$ cat config.mk
export PLATFORM = sky130hd
export DESIGN_NAME = m3_slice_timer
export DESIGN_NICKNAME = d
export VERILOG_FILES = /design/src/rtl/m3_slice_timer_pkg.sv /design/src/rtl/m3_slice_cnt.sv /design/src/rtl/m3_slice_timer.sv
export SDC_FILE = /design/constraint.sdc
export NUM_CORES = 1
export LEC_CHECK = 0
export CAP_MARGIN = 25
export CORE_MARGIN = 2
export CORE_UTILIZATION = 55
export CTS_CLUSTER_DIAMETER = 100
export CTS_CLUSTER_SIZE = 14
export DETAILED_ROUTE_END_ITERATION = 7
export GPL_TIMING_DRIVEN = 1
export MAX_ROUTING_LAYER = met4
export PLACE_DENSITY_LB_ADDON = 0.05
export SYNTH_ARGS = -nofsm -noshare
export SYNTH_HDL_FRONTEND = slang
export SYNTH_SLANG_ARGS = --single-unit
$ cat constraint.sdc
create_clock -name clkI -period 5.6 [get_ports clkI]
set_clock_uncertainty 0.15 [all_clocks]
set_input_delay 1.12 -clock clkI [delete_from_list [all_inputs] [get_ports clkI]]
set_output_delay 1.12 -clock clkI [all_outputs]
set_load 0.005 [all_outputs]
$ cat src/rtl/m3_slice_timer_pkg.sv
// rtl/m3_slice_timer_pkg.sv - shared constants, state encoding and step helper for the slice timer
package m3_slice_timer_pkg;

  localparam int unsigned SLICE_PERIOD_MIN = 40;
  localparam int unsigned SLICE_PERIOD_MAX = 2_000_000;
  localparam logic [2:0]  SLICE_LAST       = 3'd5;

  typedef enum logic [1:0] {
    ST_IDLE = 2'd0,
    ST_LOAD = 2'd1,
    ST_RUN  = 2'd2,
    ST_STOP = 2'd3
  } state_t;

  // Commutation step, wrapping inside 0..5 in either direction.
  function automatic logic [2:0] step_idx(input logic [2:0] idx, input logic rev);
    if (rev)
      return (idx == 3'd0) ? SLICE_LAST : idx - 3'd1;
    else
      return (idx == SLICE_LAST) ? 3'd0 : idx + 3'd1;
  endfunction

endpackage

$ cat src/rtl/m3_slice_cnt.sv
// rtl/m3_slice_cnt.sv - loadable down-counter with zero flag
module m3_slice_cnt #(
  parameter int PERIOD_W = 32
) (
  input  logic                clkI,
  input  logic                nRstI,
  input  logic                load,
  input  logic                en,
  input  logic [PERIOD_W-1:0] load_val,
  output logic [PERIOD_W-1:0] count,
  output logic                zero
);

  always_ff @(posedge clkI or negedge nRstI) begin
    if (!nRstI)
      count <= '0;
    else if (load)
      count <= load_val;
    else if (en)
      count <= count - 1'b1;
  end

  assign zero = (count == '0);

endmodule

$ cat src/rtl/m3_slice_timer.sv
// rtl/m3_slice_timer.sv - turns the target slice period into six-slice commutation strobes
module m3_slice_timer
  import m3_slice_timer_pkg::*;
#(
  parameter int          PERIOD_W  = 32,
  parameter int unsigned SLICE_MIN = SLICE_PERIOD_MIN,
  parameter int unsigned SLICE_MAX = SLICE_PERIOD_MAX
) (
  input  logic                clkI,
  input  logic                nRstI,
  input  logic                workingI,
  input  logic                m3forceStopI,
  input  logic                m3invRotateI,
  input  logic [PERIOD_W-1:0] dstRoundLenI,
  output logic                sliceStrobeO,
  output logic [2:0]          sliceIdxO,
  output logic                nextRound_1O,
  output logic [PERIOD_W-1:0] curLenO,
  output logic                runningO
);

  localparam logic [PERIOD_W-1:0] MIN_V = PERIOD_W'(SLICE_MIN);
  localparam logic [PERIOD_W-1:0] MAX_V = PERIOD_W'(SLICE_MAX);

  state_t              state, state_nxt;
  logic [2:0]          slot, slot_nxt, idx_nxt;
  logic                rev;
  logic                latch, strobe_nxt, round_nxt;
  logic                cnt_load, cnt_en, cnt_zero;
  logic [PERIOD_W-1:0] cnt_val, cnt, clamped, len_nxt;

  always_comb begin
    if (dstRoundLenI < MIN_V)
      clamped = MIN_V;
    else if (dstRoundLenI > MAX_V)
      clamped = MAX_V;
    else
      clamped = dstRoundLenI;
  end

  m3_slice_cnt #(.PERIOD_W(PERIOD_W)) u_cnt (
    .clkI     (clkI),
    .nRstI    (nRstI),
    .load     (cnt_load),
    .en       (cnt_en),
    .load_val (cnt_val),
    .count    (cnt),
    .zero     (cnt_zero)
  );

  always_ff @(posedge clkI or negedge nRstI) begin
    if (!nRstI)
      state <= ST_IDLE;
    else
      state <= state_nxt;
  end

  always_comb begin
    state_nxt  = state;
    latch      = 1'b0;
    cnt_load   = 1'b0;
    cnt_en     = 1'b0;
    cnt_val    = curLenO - 1'b1;
    strobe_nxt = 1'b0;
    round_nxt  = 1'b0;
    idx_nxt    = sliceIdxO;
    slot_nxt   = slot;

    case (state)
      ST_IDLE, ST_STOP: begin
        if (workingI && !m3forceStopI)
          state_nxt = ST_LOAD;
      end
      ST_LOAD: begin
        latch     = 1'b1;
        cnt_load  = 1'b1;
        cnt_val   = clamped - 1'b1;
        state_nxt = ST_RUN;
      end
      ST_RUN: begin
        if (cnt_zero) begin
          strobe_nxt = 1'b1;
          idx_nxt    = step_idx(sliceIdxO, rev);
          slot_nxt   = (slot == SLICE_LAST) ? 3'd0 : slot + 3'd1;
          cnt_load   = 1'b1;
          // Round boundary: the freshly clamped period drives the very next slice.
          if (slot == SLICE_LAST) begin
            round_nxt = 1'b1;
            latch     = 1'b1;
            cnt_val   = clamped - 1'b1;
          end
        end else begin
          cnt_en = 1'b1;
        end
      end
      default: state_nxt = ST_IDLE;
    endcase

    if (m3forceStopI && (state == ST_LOAD || state == ST_RUN)) begin
      state_nxt  = ST_STOP;
      latch      = 1'b0;
      cnt_load   = 1'b0;
      cnt_en     = 1'b0;
      strobe_nxt = 1'b0;
      round_nxt  = 1'b0;
      idx_nxt    = sliceIdxO;
      slot_nxt   = slot;
    end

    if (!workingI) begin
      state_nxt  = ST_IDLE;
      latch      = 1'b0;
      cnt_load   = 1'b0;
      cnt_en     = 1'b0;
      strobe_nxt = 1'b0;
      round_nxt  = 1'b0;
      idx_nxt    = 3'd0;
      slot_nxt   = 3'd0;
    end

    if (latch)
      len_nxt = clamped;
    else if (state_nxt == ST_IDLE)
      len_nxt = MAX_V;
    else
      len_nxt = curLenO;
  end

  always_ff @(posedge clkI or negedge nRstI) begin
    if (!nRstI) begin
      sliceStrobeO <= 1'b0;
      nextRound_1O <= 1'b0;
      sliceIdxO    <= 3'd0;
      slot         <= 3'd0;
      curLenO      <= MAX_V;
      runningO     <= 1'b0;
      rev          <= 1'b0;
    end else begin
      sliceStrobeO <= strobe_nxt;
      nextRound_1O <= round_nxt;
      sliceIdxO    <= idx_nxt;
      slot         <= slot_nxt;
      curLenO      <= len_nxt;
      runningO     <= (state_nxt == ST_RUN);
      if (latch)
        rev <= m3invRotateI;
    end
  end

endmodule
### Word level (Yosys, flattened, before mapping)

Cells that the tools add are included.
W data, S select, Z words.

| storage, ports and cells | value |
|---|---|
| flip-flop bits (word level) | 76 |
| input bits | 37 |
| output and inout port bits | 38 |

| operators by class | value |
|---|---|
| add/sub/neg operators | 6 |
| $lt $le $gt $ge | 2 |
| equal/unequal tests | 9 |
| muxes and demuxes | 44 |
| reductions and logical operators | 12 |

Operators with widths:

| operator | count |
|---|---|
| $mux W32 | 8 |
| $sub A32 B1 Y32 const B | 3 |
| $pmux W32 S2 | 1 |
| $mux W3 | 12 |
| $gt A32 B21 Y1 const B | 1 |
| $logic_not A32 Y1 | 1 |
| $lt A32 B6 Y1 const B | 1 |
| $mux W1 | 17 |
| $add A3 B1 Y3 const B | 2 |
| $eq A2 B2 Y1 const B | 3 |
| $eq A3 B3 Y1 const B | 2 |
| $mux W2 | 3 |
| $logic_not A2 Y1 | 2 |
| $ne A2 B1 Y1 const B | 2 |
| $pmux W1 S2 | 2 |
| $pmux W2 S2 | 1 |
| $reduce_bool A2 Y1 | 2 |
| $logic_not A3 Y1 | 1 |
| $reduce_and A3 Y1 | 1 |
| $sub A3 B1 Y3 const B | 1 |
| $eq A2 B1 Y1 const B | 1 |
| $logic_and A1 B1 Y1 | 2 |
| $ne A2 B2 Y1 const B | 1 |
| $reduce_or A2 Y1 | 1 |
| other kinds (2) | 2 |

### Longest topological paths before layout

Gate-level depths: netlist of the first run.

| logic depth | value |
|---|---|
| depth in word-level cells | 9 |
| gate-level depth with buffers | 14 |
| depth with buffers taken out | 12 |

### Modules after synthesis

A second synthesis of the first run with hierarchy kept.

| unflattened totals | value |
|---|---|
| cells, all modules | 580 |
| area total of the unflattened synthesis | 5107.4 um2 |

Modules (own cells, without submodules):

| module | times used | cells each | area an instance (um2) | sequential area each (um2) |
|---|---|---|---|---|
| m3_slice_timer | 1 | 380 | 3301.9 | 1109.8 |
| m3_slice_cnt | 1 | 200 | 1805.5 | 800.8 |

### Worst setup path before layout of the first run

No wires, ideal clock.

| path | value |
|---|---|
| path type | input-to-reg |
| start | input port dstRoundLenI[14] |
| end | register u_cnt.count[16] |
| setup time | 87 ps |
| data arrival time | 3728 ps |
| setup slack | 1636 ps |
| stages on the path | 13 |
| cell sequence | nor4_1 nand4_1 nor3_1 clkbuf_1 nor3_1 nand2_1 ha_1 and3_1 o311ai_0 nor3_1 xnor2_1 nand3_1 o211ai_1 |

| on the way | value |
|---|---|
| longest elaborated chain between the ends | 8 |
| elaborated cells between the ends (all ways) | 9 |

RTL lines:

| element | RTL line | source |
|---|---|---|
| start, declared | m3_slice_timer.sv:14 | `input logic [PERIOD_W-1:0] dstRoundLenI,` |
| $gt A32 B21 Y1 | m3_slice_timer.sv:35 | `else if (dstRoundLenI > MAX_V)` |
| $mux W32 | m3_slice_timer.sv:35 |  |
| $mux W32 (*) | m3_slice_timer.sv:33 | `if (dstRoundLenI < MIN_V)` |
| $sub A32 B1 Y32 (*) | m3_slice_timer.sv:77, m3_slice_timer.sv:90 |  |
| $mux W32 | m3_slice_timer.sv:87 | `if (slot == SLICE_LAST) begin` |
| $mux W32 | m3_slice_timer.sv:81 | `if (cnt_zero) begin` |
| $pmux W32 S2 (*) | m3_slice_timer.sv:69 | `case (state)` |
| $mux W32 (*) | m3_slice_cnt.sv:17 | `else if (load)` |
| end signal, assigned | m3_slice_cnt.sv:18 | `count <= load_val;` |
| end signal, assigned | m3_slice_cnt.sv:20 | `count <= count - 1'b1;` |
| end, declared | m3_slice_cnt.sv:10 | `output logic [PERIOD_W-1:0] count,` |

Mark *: on every way between the ends. The rest lies on a longest branch, timed or not.
A chain may end at the register's enable or synchronous reset.

### Final worst setup path of the first run

| path | value |
|---|---|
| start | input port dstRoundLenI[3] |
| end | register u_cnt.count[14] |

The elaborated chain is that of the path after synthesis.

==> impl_results.md, run 1 <==
- Routability cong.: 0.9312
- CP cell instances: clkdlybuf4s50_1, or3_1, o31ai_1, a311oi_1, nor3_1, nand2_1, ha_1, and3_1, o311ai_0, nor3_1, xnor2_1, o31ai_1
- Final period util: 0.7795
- Residual DRC count: 0
- IO buf count: 74
- Nets in the synthesized netlist: 605
- Worst Setup Path Type: in2reg
- Number of antenna violations at the first check in global routing: 0
- Critical path arrival: 4.48 ns
- CTS H-tree lvls: 3
- Tightest Pin Transition: 0.8729 ns
- Chip Width: 99.47 um
- PD cells: 286.4 nW/um2
- Crit path largest cell delay: 0.54 ns
- Max Root-Sink Buffers: 2
- Routing usage on met1: 0.3921
- Post-placement cell area: 5849 um2
- I/O pin count: 75
- NumNets Final: 677
- Site Rows: 34
- Post-CTS Setup Inserts: 0
- Aggregate global-route resource usage: 0.3039
- Post-route cell area: 6071 um2
- Number of fillers in the final layout: between 600 and 700
- Die Outline Area: 9893 um2
- Yosys top cell area share: 0.3445
- Number of nets still failing antenna checks after routing: 0
- Ant diodes: 0
- Core Box Area: slightly below 9000 um2
- Worst IR drop on VDD: 131.2 uV
- Post-synthesis cell type count: 68
- WL final: approximately 14,000 um
- Clock sinks: between 70 and 80
- Startpoint type of the worst setup path: input port
- Area grow syn2layout: 21.12%
- Hold Violations, Final: 0
- Leakage: 2.383 nW
- Unrepaired setup endpoints after global routing: false
- Top post-synthesis cells by area: dfrtp_1 (34%), xnor2_1 (8.0%), xor2_1 (4.0%)
- Synth Instances: roughly 560
- Total negative setup slack: 0 ns
- Source-to-sink clock delay at the later pin of the worst-skew pair: around 0.35 ns
- Layer with the highest usage: met2
- Cell accounting for the most synthesized area: dfrtp_1
- Status: complete, no violations
- Timing-limited maximum frequency: ~230 MHz
- First-pass GRT wire length: about 23,000 um
- Synthesis-stage register bit count: 76
- Number of enable-type register cells in the synthesized netlist: 0
- # hold bufs at CTS: 0
- Required time worst endpoint: roughly 5.7 ns
- DR vias: 4,834
- Final count of negative-setup-slack endpoints: 0
- Detailed Route Iter0 Violations: 323
- Number of global-route vias before repair: 4,684
- Syn Std Cell Area: ~5000 um2
- Cell with the biggest individual delay on the critical path: clkdlybuf4s50_1
- Detailed-route wire length per cell: 19.37 um
- Post-cts sizing count: 0
- DIE HEIGHT: 99.47 um
- CP Max Fanout: 8
- Yosys warning total: 0
- Cell chosen for the clock root: clkbuf_8
- TritonCTS clock tree: built
- M3 GR Usage: 0.04568
- Worst slew margin relative to its limit: 0.4107
- Worst hold slack: 0.4204 ns
- Hpwl dp: ~11,000 um
- Post-CTS clock slew at the launch and capture registers of the worst setup and hold paths: roughly 0.09 ns
- Classification of the worst-slack hold path: reg2reg
- Max-slew violation count: 0
- Synth async-reset ratio: 1.000
- Max-Cap Viols: 0
- Clock buffers created by TritonCTS: 9
- Minimum period implied by the final worst setup slack: around 4.4 ns
- Maximum number of pins on one net before global-route repair: 77
- Post-Syn Area per Cell: 8.935 um2
- Nature of the critical path endpoint: register
- Initial standard-cell utilization of the core: 0.5720
- Leftover overflow at the end of global routing: 0
- Via density per instance: 6.480
- Part of the Yosys area used for sequential elements: 0.3812
- Detailed-router iteration count before antenna repair: 5
- Global-route track usage on met2: 0.4974
- Most common flop cell mapped by yosys: dfrtp_1
- Share of layout cells above drive strength 1: 0.06897
-- cell type report --
cell class	instances	area [um2]	share of cell area
Multi-Input combinational cell	453	2975	0.4901
Sequential cell	76	1911	0.3147
Timing Repair Buffer	81	810.8	0.1336
Clock buffer	11	151.4	0.02494
Tap cell	108	135.1	0.02226
Inverter	12	45.04	0.007420
Clock inverter	5	42.54	0.007007
-- cell usage in the layout (no fill, tap or decap), types with 4 or more instances in the layout --
cell             Yosys  final
a21oi_1             18     18
a22o_1              10     10
a22oi_1              4      4
a2bb2oi_1            4      4
a31oi_1              4      4
and2_1               6      6
and3_1              15     15
buf_4                1      7
clkbuf_8             0     11
clkdlybuf4s50_1      0     73
dfrtp_1             69     69
dfstp_2              7      7
ha_1                 7      7
inv_1               12     12
nand2_1             49     49
nand2b_1             4      4
nand3_1             13     13
nand4_1              8      8
nor2_1              37     37
nor3_1              34     34
nor3b_1              5      5
nor4_1              23     23
o211ai_1             4      4
o21ai_0             27     27
o22a_1               8      8
o22ai_1             12     12
o31ai_1              4      4
or3_1               15     15
or4_1               11     11
xnor2_1             46     46
xor2_1              23     23
-- stage by stage --
step	power [mW]	utilization	setup WS, ns	cells
after floorplan	1.120	-	1.636	561
after global placement	1.295	0.6675	1.072	729
after detailed placement	1.314	0.6675	0.9439	729
after CTS	1.732	0.6896	1.291	745
after global routing	1.836	0.6927	0.9575	746
final	1.739	0.6927	1.235	746
-- sequential cells by signal, summed over array words and instances, names as in the netlist --
signal	count
sliceStrobeO	1
runningO	1
state	2
u_cnt.count	32
curLenO	32
slot	3
rev	1
sliceIdxO	3
nextRound_1O	1
-- kinds of logic (layout without fill, tap and decap cells) --
family,count (synthesis),after routing,share of synthesized area
flip-flops,76,76,0.3812
multiplexers,3,3,0.005991
adder cells (fa/ha/maj),7,7,0.01747
XOR/XNOR,69,69,0.1206
AND/OR/NAND/NOR,244,244,0.2666
buffers and inverters,32,109,0.02521
AO/OA/AOI/OAI,130,130,0.1830
-- synth_stat cells (3+ instances only) --
cell type / n
dfrtp_1: 69
nand2_1: 49
xnor2_1: 46
nor2_1: 37
nor3_1: 34
o21ai_0: 27
nor4_1: 23
xor2_1: 23
a21oi_1: 18
clkbuf_1: 16
and3_1: 15
or3_1: 15
nand3_1: 13
inv_1: 12
o22ai_1: 12
or4_1: 11
a22o_1: 10
nand4_1: 8
o22a_1: 8
dfstp_2: 7
ha_1: 7
and2_1: 6
nor3b_1: 5
a22oi_1: 4
a2bb2oi_1: 4
a31oi_1: 4
nand2b_1: 4
o211ai_1: 4
o31ai_1: 4
a21boi_0: 3
a32oi_1: 3
mux2i_1: 3
nand4b_1: 3
nor2b_1: 3
o311ai_0: 3
o31a_1: 3
or4_4: 3
-- critical path: cells and delay by family --
family                   cells  cell delay, ns
AND/OR/NAND/NOR              5            1.27
AO/OA/AOI/OAI                4            1.08
buffers and inverters        1            0.54
adder cells (fa/ha/maj)      1            0.29
XOR/XNOR                     1            0.17
-- metal layers --
metal | part of all wire | vias up
met4 | 0.019 | 0
met2 | 0.49 | 203
li1 | - | 2268
met3 | 0.060 | 22
met1 | 0.43 | 2341
met5 | 0 | -
-- where the power goes --
part | total, mW | internal [mW] | switching, mW
registers | 0.736 | 0.638 | 0.0983
clock network | 0.416 | 0.190 | 0.226
logic | 0.586 | 0.229 | 0.357
total | 1.74 | 1.06 | 0.681
-- path summary, 6_finish.rpt --
path	start	to	slack (ns)	depth (start not counted)
worst min-delay path	curLenO[31]	curLenO[31]	0.42	1
worst max-delay path	dstRoundLenI[3]	u_cnt.count[14]	1.23	12
worst min register to register	curLenO[31]	curLenO[31]	0.42	1
max in group asynchronous	nRstI	curLenO[7]	4.12	2
min in group asynchronous	nRstI	curLenO[29]	0.53	1
worst max register to register	u_cnt.count[28]	u_cnt.count[8]	1.84	7
Note: power is estimated with default switching activity, not from simulation.
==> inputs of run 2 (changes only) <==
==> constraint.sdc (replaced) <==
create_clock -name clkI -period 4.1 [get_ports clkI]
set_clock_uncertainty 0.15 [all_clocks]
set_input_delay 0.82 -clock clkI [delete_from_list [all_inputs] [get_ports clkI]]
set_output_delay 0.82 -clock clkI [all_outputs]
set_load 0.005 [all_outputs]
==> impl_results.md, run 2 (synthesized netlist as in run 1, its figures left out) <==
- NumNets Final: 709
- TritonCTS clock tree: built
- Detailed-router iteration count before antenna repair: 5
- Maximum number of pins on one net before global-route repair: 77
- Share of layout cells above drive strength 1: 0.1134
- DIE HEIGHT: about 99 um
- Hpwl dp: 11,260 um
- DR vias: 5,046
- Critical path arrival: 3.81 ns
- Hold Violations, Final: 0
- WL final: 15,270 um
- Worst Setup Path Type: in2reg
- Chip Width: ~100 um
- Site Rows: 34
- I/O pin count: 75
- Cells on worst reg2reg path: 7
- Number of fillers in the final layout: between 600 and 700
- First-pass GRT wire length: 24,790 um
- Tightest Pin Transition: roughly 0.86 ns
- Die Outline Area: 9893 um2
- Worst IR drop on VDD: between 200 and 250 uV
- CP Max Fanout: 5
- Top Registers: curLenO: 32 flops, u_cnt.count: 32 flops
- Status: complete, no violations
- Nature of the critical path endpoint: register
- Classification of the worst-slack hold path: in2async
- Residual DRC count: 0
- IO buf count: 74
- Most common library cell in the layout ignoring fill and taps: clkdlybuf4s50_1
- Total negative setup slack: 0 ns
- Number of global-route vias before repair: 4,985
- Final count of negative-setup-slack endpoints: 0
- Detailed Route Iter0 Violations: about 330
- Routability cong.: 0.9428
- CTS H-tree lvls: 3
- Final period util: 0.8994
- Cell chosen for the clock root: clkbuf_8
- Most frequent cells in the layout: clkdlybuf4s50_1 (73), dfrtp_1 (69), nand2_1 (49), xnor2_1 (46), buf_4 (39)
- Worst slew margin relative to its limit: 0.4205
- Max Root-Sink Buffers: 2
- Post-CTS Setup Inserts: 0
- Clock buffers created by TritonCTS: 9
- Leakage: ~2.6 nW
- Detailed-route wire length per cell: 19.63 um
- Clock sinks: 76
- Cell with the biggest individual delay on the critical path: clkdlybuf4s50_1
- Timing-limited maximum frequency: 271.2 MHz
- Number of nets still failing antenna checks after routing: 0
- Max-slew violation count: 0
- Initial standard-cell utilization of the core: 0.5720
- Required time worst endpoint: 4.22 ns
- CP cell instances: clkdlybuf4s50_1, or3_1, o31ai_1, a311oi_1, nor3_1, nand2_1, ha_1, buf_4, o311ai_0, nand4_1, a21oi_1, o221ai_1, o21ai_0
- Aggregate global-route resource usage: 0.3249
- Minimum period implied by the final worst setup slack: approximately 3.7 ns
- Storage cell area: ~1900 um2
- Leftover overflow at the end of global routing: 0
- Core Box Area: 8763 um2
- Post-placement cell area: slightly above 6000 um2
- PD cells: 397.6 nW/um2
- Unrepaired setup endpoints after global routing: false
- Area taken by multi-input logic gates: slightly below 3000 um2
- Post-CTS clock slew at the launch and capture registers of the worst setup and hold paths: approximately 0.10 ns
- Number of antenna violations at the first check in global routing: 0
- Startpoint type of the worst setup path: input port
- Source-to-sink clock delay at the later pin of the worst-skew pair: 0.36 ns
- Post-cts sizing count: 0
- Max-Cap Viols: 0
- Crit path largest cell delay: about 0.46 ns
- # hold bufs at CTS: 0
- Via density per instance: 6.486
- Area grow syn2layout: 26.68%
- Post-route cell area: 6350 um2
- Ant diodes: 0
[run 2: cell types whose count changed in the layout (fill, tap and decap cells not counted)]
cell / change
clkbuf_8: -1
clkinvlp_4: -1
bufinv_16: +2
buf_4: +32
clkinv_4: +1
inv_6: -1
[run 2: through the flow]
stage	hold slack, ns	std cells	utilization	setup slack, ns	total power [mW]
after floorplan	0.3744	561	-	0.4358	1.530
after global placement	0.3908	761	0.6949	0.1616	1.797
after detailed placement	0.4165	761	0.6949	0.09244	1.828
after CTS	0.4307	777	0.7214	0.4629	2.509
after global routing	0.08748	778	0.7246	0.1345	2.653
final	0.09419	778	0.7246	0.4125	2.525
[run 2: worst max-delay path: cells and delay by family]
kind / cells / cell delay [ns]
fa+ha+maj: 1 / 0.21
buf+inv: 2 / 0.61
simple gates: 4 / 1.03
compound gates: 6 / 1.13
[run 2: metal layers]
layer	global-route usage	vias to the layer above	share of wire
met4	0.1201	0	0.031
li1	-	2322	-
met1	0.4146	2459	0.42
met2	0.5338	226	0.49
met3	0.03935	39	0.062
met5	-	-	0
[run 2: where the power goes]
part           switching [mW]  total [mW]  internal [mW]  leakage, nW
sequential              0.130        1.00          0.871         1.00
clock                   0.318       0.683          0.365        0.117
combinational           0.500       0.840          0.340         1.44
total                   0.948        2.52           1.58         2.56
[run 2: final timing paths]
kind	from	to	slack, ns
max	dstRoundLenI[1]	u_cnt.count[6]	0.41
min	nRstI	curLenO[28]	0.09
max reg2reg	u_cnt.count[28]	u_cnt.count[21]	0.76
min reg2reg	slot[2]	slot[2]	0.43
max in group asynchronous	nRstI	curLenO[7]	3.09
min in group clkI	slot[2]	slot[2]	0.43
[run 2: layout make-up]
cell class,count,area share
Tap cell,108,0.02128
Inverter,12,0.007094
Timing Repair Buffer,113,0.1655
Multi-Input combinational cell,453,0.4686
Clock buffer,10,0.02167
Sequential cell,76,0.3009
Clock inverter,6,0.01498
